<file path="config.mk">
export PLATFORM = sky130hd
export DESIGN_NAME = io_sequencer
export DESIGN_NICKNAME = d
export VERILOG_FILES = /design/src/rtl/bbtron_pkg.sv /design/src/rtl/io_sequencer_edge_detect.sv /design/src/rtl/io_sequencer.sv
export SDC_FILE = /design/constraint.sdc
export NUM_CORES = 1
export LEC_CHECK = 0
export BUFFER_PORTS_ARGS = -buffer_cell sky130_fd_sc_hd__buf_2
export CAP_MARGIN = 20
export CORE_ASPECT_RATIO = 0.5
export CORE_MARGIN = 4
export CORE_UTILIZATION = 49
export DETAILED_ROUTE_END_ITERATION = 8
export GPL_ROUTABILITY_DRIVEN = 0
export HOLD_SLACK_MARGIN = 0.08
export PLACE_DENSITY = 0.84
export SYNTH_ARGS = -nofsm -noshare
export SYNTH_HDL_FRONTEND = slang
export SYNTH_HIERARCHICAL = 1
export SYNTH_SLANG_ARGS = --single-unit
</file>
<file path="constraint.sdc">
create_clock -name clock -period 2.7 [get_ports clock]
set_clock_uncertainty 0.05 [all_clocks]
set_input_delay 0.54 -clock clock [delete_from_list [all_inputs] [get_ports clock]]
set_output_delay 0.54 -clock clock [all_outputs]
set_load 0.1 [all_outputs]
</file>
<file path="src/rtl/bbtron_pkg.sv">
// Shared types and constants for the bbtron IO sequencing logic.
package bbtron_pkg;

  localparam int IO_STATE_W = 3;

  typedef enum logic [IO_STATE_W-1:0] {
    IDLE         = 3'd0,
    WAIT_RELEASE = 3'd1,
    WAIT_PRESS   = 3'd2,
    CAPTURE      = 3'd3,
    OUT_HOLD     = 3'd4
  } io_state_e;

endpackage

</file>
<file path="src/rtl/io_sequencer_edge_detect.sv">
// Rising-edge detector for the debounced enter button.
// Previous value resets to 1 so a button held through reset is not a rise.
module edge_detect (
  input  logic clock,
  input  logic reset,
  input  logic in,
  output logic rise
);

  logic prev_q;
  logic prev_d;

  always_comb begin
    prev_d = in;
  end

  always_ff @(posedge clock) begin
    if (reset) begin
      prev_q <= 1'b1;
    end else begin
      prev_q <= prev_d;
    end
  end

  assign rise = in & ~prev_q;

endmodule

</file>
<file path="src/rtl/io_sequencer.sv">
// IN/OUT instruction sequencer: stalls the core for switch entry and display.
// Optional IN wait timeout is enabled by defining IO_TIMEOUT_EN.
module io_sequencer
  import bbtron_pkg::*;
#(
  parameter int HOLD_CYCLES    = 4,
  parameter int TIMEOUT_CYCLES = 1000000
) (
  input  logic        clock,
  input  logic        reset,
  input  logic        cu_inReq,
  input  logic        cu_outReq,
  input  logic        DB_Out,
  input  logic [15:0] switches,
  input  logic [31:0] aluOut,
  output logic        hlt,
  output logic [15:0] inData,
  output logic        inValid,
  output logic [31:0] dispValue,
  output logic        negative,
  output logic        timeout
);

  localparam int HOLD_W =
    (HOLD_CYCLES > 0) ? $clog2(HOLD_CYCLES + 1) : 1;
  localparam logic [HOLD_W-1:0] HOLD_LOAD =
    (HOLD_CYCLES > 0) ? HOLD_W'(HOLD_CYCLES - 1) : '0;

  io_state_e         state_q;
  io_state_e         state_d;
  logic [HOLD_W-1:0] hold_q;
  logic [HOLD_W-1:0] hold_d;
  logic [15:0]       in_data_q;
  logic [15:0]       in_data_d;
  logic [31:0]       disp_q;
  logic [31:0]       disp_d;
  logic              db_rise;
  logic              to_fire;
  logic              in_wait;

  edge_detect u_edge (
    .clock (clock),
    .reset (reset),
    .in    (DB_Out),
    .rise  (db_rise)
  );

  assign in_wait = (state_q == WAIT_RELEASE) ||
                   (state_q == WAIT_PRESS);

`ifdef IO_TIMEOUT_EN
  localparam int TO_W = $clog2(TIMEOUT_CYCLES + 1);

  logic [TO_W-1:0] to_cnt_q;
  logic [TO_W-1:0] to_cnt_d;
  logic            timeout_q;
  logic            timeout_d;
  logic            to_hit;

  assign to_hit = (to_cnt_q == TO_W'(TIMEOUT_CYCLES - 1));

  // A real press in WAIT_PRESS wins over a coincident expiry.
  assign to_fire = in_wait && to_hit &&
                   !((state_q == WAIT_PRESS) && db_rise);

  always_comb begin
    to_cnt_d  = '0;
    timeout_d = timeout_q | to_fire;
    if (in_wait && !to_fire) begin
      to_cnt_d = to_cnt_q + 1'b1;
    end
  end

  always_ff @(posedge clock) begin
    if (reset) begin
      to_cnt_q  <= '0;
      timeout_q <= 1'b0;
    end else begin
      to_cnt_q  <= to_cnt_d;
      timeout_q <= timeout_d;
    end
  end

  assign timeout = timeout_q;
`else
  assign to_fire = 1'b0;
  assign timeout = 1'b0;
`endif

  always_comb begin
    state_d   = state_q;
    hold_d    = hold_q;
    in_data_d = in_data_q;
    disp_d    = disp_q;
    hlt       = 1'b0;
    inValid   = 1'b0;
    unique case (state_q)
      IDLE: begin
        if (cu_inReq) begin
          hlt     = 1'b1;
          state_d = WAIT_RELEASE;
        end else if (cu_outReq) begin
          disp_d = aluOut;
          if (HOLD_CYCLES > 0) begin
            hlt     = 1'b1;
            hold_d  = HOLD_LOAD;
            state_d = OUT_HOLD;
          end
        end
      end
      WAIT_RELEASE: begin
        hlt = 1'b1;
        if (to_fire) begin
          in_data_d = '0;
          state_d   = CAPTURE;
        end else if (!DB_Out) begin
          state_d = WAIT_PRESS;
        end
      end
      WAIT_PRESS: begin
        hlt = 1'b1;
        if (db_rise) begin
          in_data_d = switches;
          state_d   = CAPTURE;
        end else if (to_fire) begin
          in_data_d = '0;
          state_d   = CAPTURE;
        end
      end
      CAPTURE: begin
        inValid = 1'b1;
        state_d = IDLE;
      end
      OUT_HOLD: begin
        if (hold_q != '0) begin
          hlt    = 1'b1;
          hold_d = hold_q - 1'b1;
        end else begin
          state_d = IDLE;
        end
      end
      default: begin
        state_d = IDLE;
      end
    endcase
  end

  always_ff @(posedge clock) begin
    if (reset) begin
      state_q   <= IDLE;
      hold_q    <= '0;
      in_data_q <= '0;
      disp_q    <= '0;
    end else begin
      state_q   <= state_d;
      hold_q    <= hold_d;
      in_data_q <= in_data_d;
      disp_q    <= disp_d;
    end
  end

  assign inData    = in_data_q;
  assign dispValue = disp_q;
  assign negative  = disp_q[31];

endmodule
</file>
==> metrics.yaml <==
crit_arrival_ns: 1.77
cp.depth: 6
syn_inst: 265
endpoint: "hlt"
ant_nets: 0
setup_tns_ns: 0
power_mw: 1.936
ir_worst_vdd_mv: 0.3702
swShare_pct: 39.13
cp_cell_sequence: "inv_1 -> ha_1 -> nand2b_1 -> and3_1 -> nand2b_1 -> buf_2"
synth_cell_type_count: 36
fill_cells: 388
yosysMostFrequentCell: "dfxtp_1"
r2r-end: "inData[0]"
wl_met3_um: 265
yosysSeqAreaShare_pct: 49.11
startpoint: "hold_q[0]"
r2r_start: "state_q[1]"
p_seq_share_pct: 46.4
route.detailed.drc: 0
p_comb_share_pct: 31.6
grt_pass1_wl_um: 9446
p_int_mw: 1.179
critical_path_class: "flop to output pin"
ys_top_cells_by_area: "dfxtp_1, a21oi_1, nand3_1"
critPathLaunchType: "flop"
clk_pin_slew_ns: 0.09
worst_slew_margin_rel_pct: 53.29
synthTopCellsByCount: "dfxtp_1, a21oi_1, nand2_1, nand3_1, o21ai_1"
utilization_pct: 62.97
drive_above_1_share_pct: 34.19
post_cts_buffers: 0
routedWlPerCell_um: 13.60
max_freq_ghz: 0.4245
p_leak_nw: 1.200
io_pins: 105
routed_via_density: 5.275
cp-end-kind: "output pin"
period_share_pct: 87.26
min_period_ns: 2.356
wl_met2_um: 2904
slowest_delay_ns: 0.42
reg2reg_setup_slack_ns: 0.91
synth_edf_count: 0
core.rowCount: 17
core_area_um2: 4403
avgSynthCellArea_um2: 8.461
m1WireLength_um: 2305
path_max_fanout: 3
ctsRootBufferMaster: "clkbuf_8"
synth.cell_area_um2: 2242
critPathRequiredTime_ns: 2.11
drtPass1Iterations: 4
antenna_cells: 0
cts_max_level: 2
regArea_um2: 1101
ys_async_sr_fraction_pct: 0
cts_tree: "done"
die_w_um: 103.7
cts_made_buffers: 5
hp-class: "flop to flop"
status: "finished, final reports clean"
die_height_um: 55.83
cp.buffers_inverters: 2
hold_viol: 0
grt_pass1_vias: 2121
clkPwrFrac_pct: 22.1
multi_input_area_um2: 962.2
portBuffers: 103
synth_top_cell_area_share_pct: 49.11
cts.sinks: 55
die-area_um2: 5788
syn2layout_area_growth_pct: 23.66
maxSlewViolCount: 0
initial_core_util_pct: 50.92
vias: 2152
cp_slowest_cell: "buf_2"
dp_hpwl_um: 4064
nets: 405
ys_ff_latch: 55
yosysTopAreaCell: "dfxtp_1"
antenna_found_initial: 0
grt_setup_unrepaired: "false"
p_per_area_nw_per_um2: 698.3
reg2reg_depth: 3
globalRouteOverflowTotal: 0
wirelength_um: 5550
worst_slew_pin_slew_ns: 0.6984
setup_viol: 0
routed.top_layer: "met4"
hold_buffers: 0
ys_warn_count: 6
crit_top_cell: "nand2b_1"
syn-num-nets: 320
synth_ff_type: "dfxtp_1"
grt_use_total_pct: 19.32
ctsResizeCount: 0
cts_buffer_depth: 2
p_sw_mw: 0.7577
dr.first_iter.drc_count: 94
maxCapViolations: 0
grt_max_degree: 41
clk_latency_ns: 0.30
crit_family: "buffers and inverters"
per-layer routing:
metal | vias up | track usage (%)
met2 | 53 | 37.73
li1 | 1082 | -
met4 | 0 | 6.061
met1 | 1009 | 20.90
met5 | - | 0
met3 | 8 | 4.403
registers in the layout, indices dropped and copies added, names as in the netlist:
register	count
dispValue	32
inData	16
hold_q	3
state_q	3
u_edge/prev_q	1
stage by stage:
| step | setup WS [ns] | area (µm²) | hold slack, ns | instances |
|---|---|---|---|---|
| finish | 0.3441 | 2773 | 0.4091 | 408 |
| global route | 0.1663 | 2773 | 0.4173 | 408 |
| CTS | 0.3226 | 2773 | 0.4033 | 408 |
| detailed placement | 0.6543 | 2691 | 0.4020 | 400 |
| global placement | 0.7285 | 2691 | 0.3836 | 400 |
| floorplan | 0.5131 | 2242 | 0.3691 | 265 |
cells in the final DEF (no fill, tap or decap), types with 2 or more instances in the layout:
master and instances:
buf_2 103, dfxtp_1 55, a21oi_1 50, nand3_1 32, nand2_1 32, o21ai_1 28
clkbuf_8 5, buf_4 4, inv_1 3, nand2b_1 3, nor2_1 3, and3_1 2
o21ai_2 2, mux2i_1 2, nor3_1 2, nand4bb_1 2, o21ai_0 2, ha_1 2
clkbuf_1 2
worst min path at each step:
stage / startpoint / to / slack [ns] / cells after the start
floorplan: hold_q[0] / hold_q[0] / 0.37 / 1
global placement: hold_q[0] / hold_q[0] / 0.38 / 1
detailed placement: inData[12] / inData[12] / 0.40 / 2
CTS: DB_Out / u_edge/prev_q / 0.40 / 2
global route: switches[6] / inData[6] / 0.42 / 3
finish: hold_q[0] / hold_q[0] / 0.41 / 1
cells by family (layout without fill, tap and decap cells):
group                      after synthesis  after routing  share of synthesized area, %
buffers and inverters                   32            118                         8.370
and+or+nand+nor                         84             84                         18.81
AOI/OAI and AO/OA                       89             89                         21.54
adders and majority gates                2              2                         1.116
DFF                                     55             55                         49.11
other                                    1              1                        0.1673
muxes                                    2              2                        0.8929
power groups by stage:
stage	Clock (mW)	Sequential (mW)	Combinational (mW)
finish	0.427	0.898	0.611
global route	0.473	0.907	0.654
CTS	0.442	0.897	0.617
detailed placement	0	0.916	0.616
global placement	0	0.912	0.600
floorplan	0	1.13	0.317
final cells by class:
type                    count  area share (%)
clock buffers               7           2.753
clock inverters             1          0.1805
inverters                   3          0.4061
multi-input cells         178           34.70
flip-flops and latches     55           39.71
well taps                  57           2.572
repair buffers            107           19.68
(Power assumes the default switching activity.)
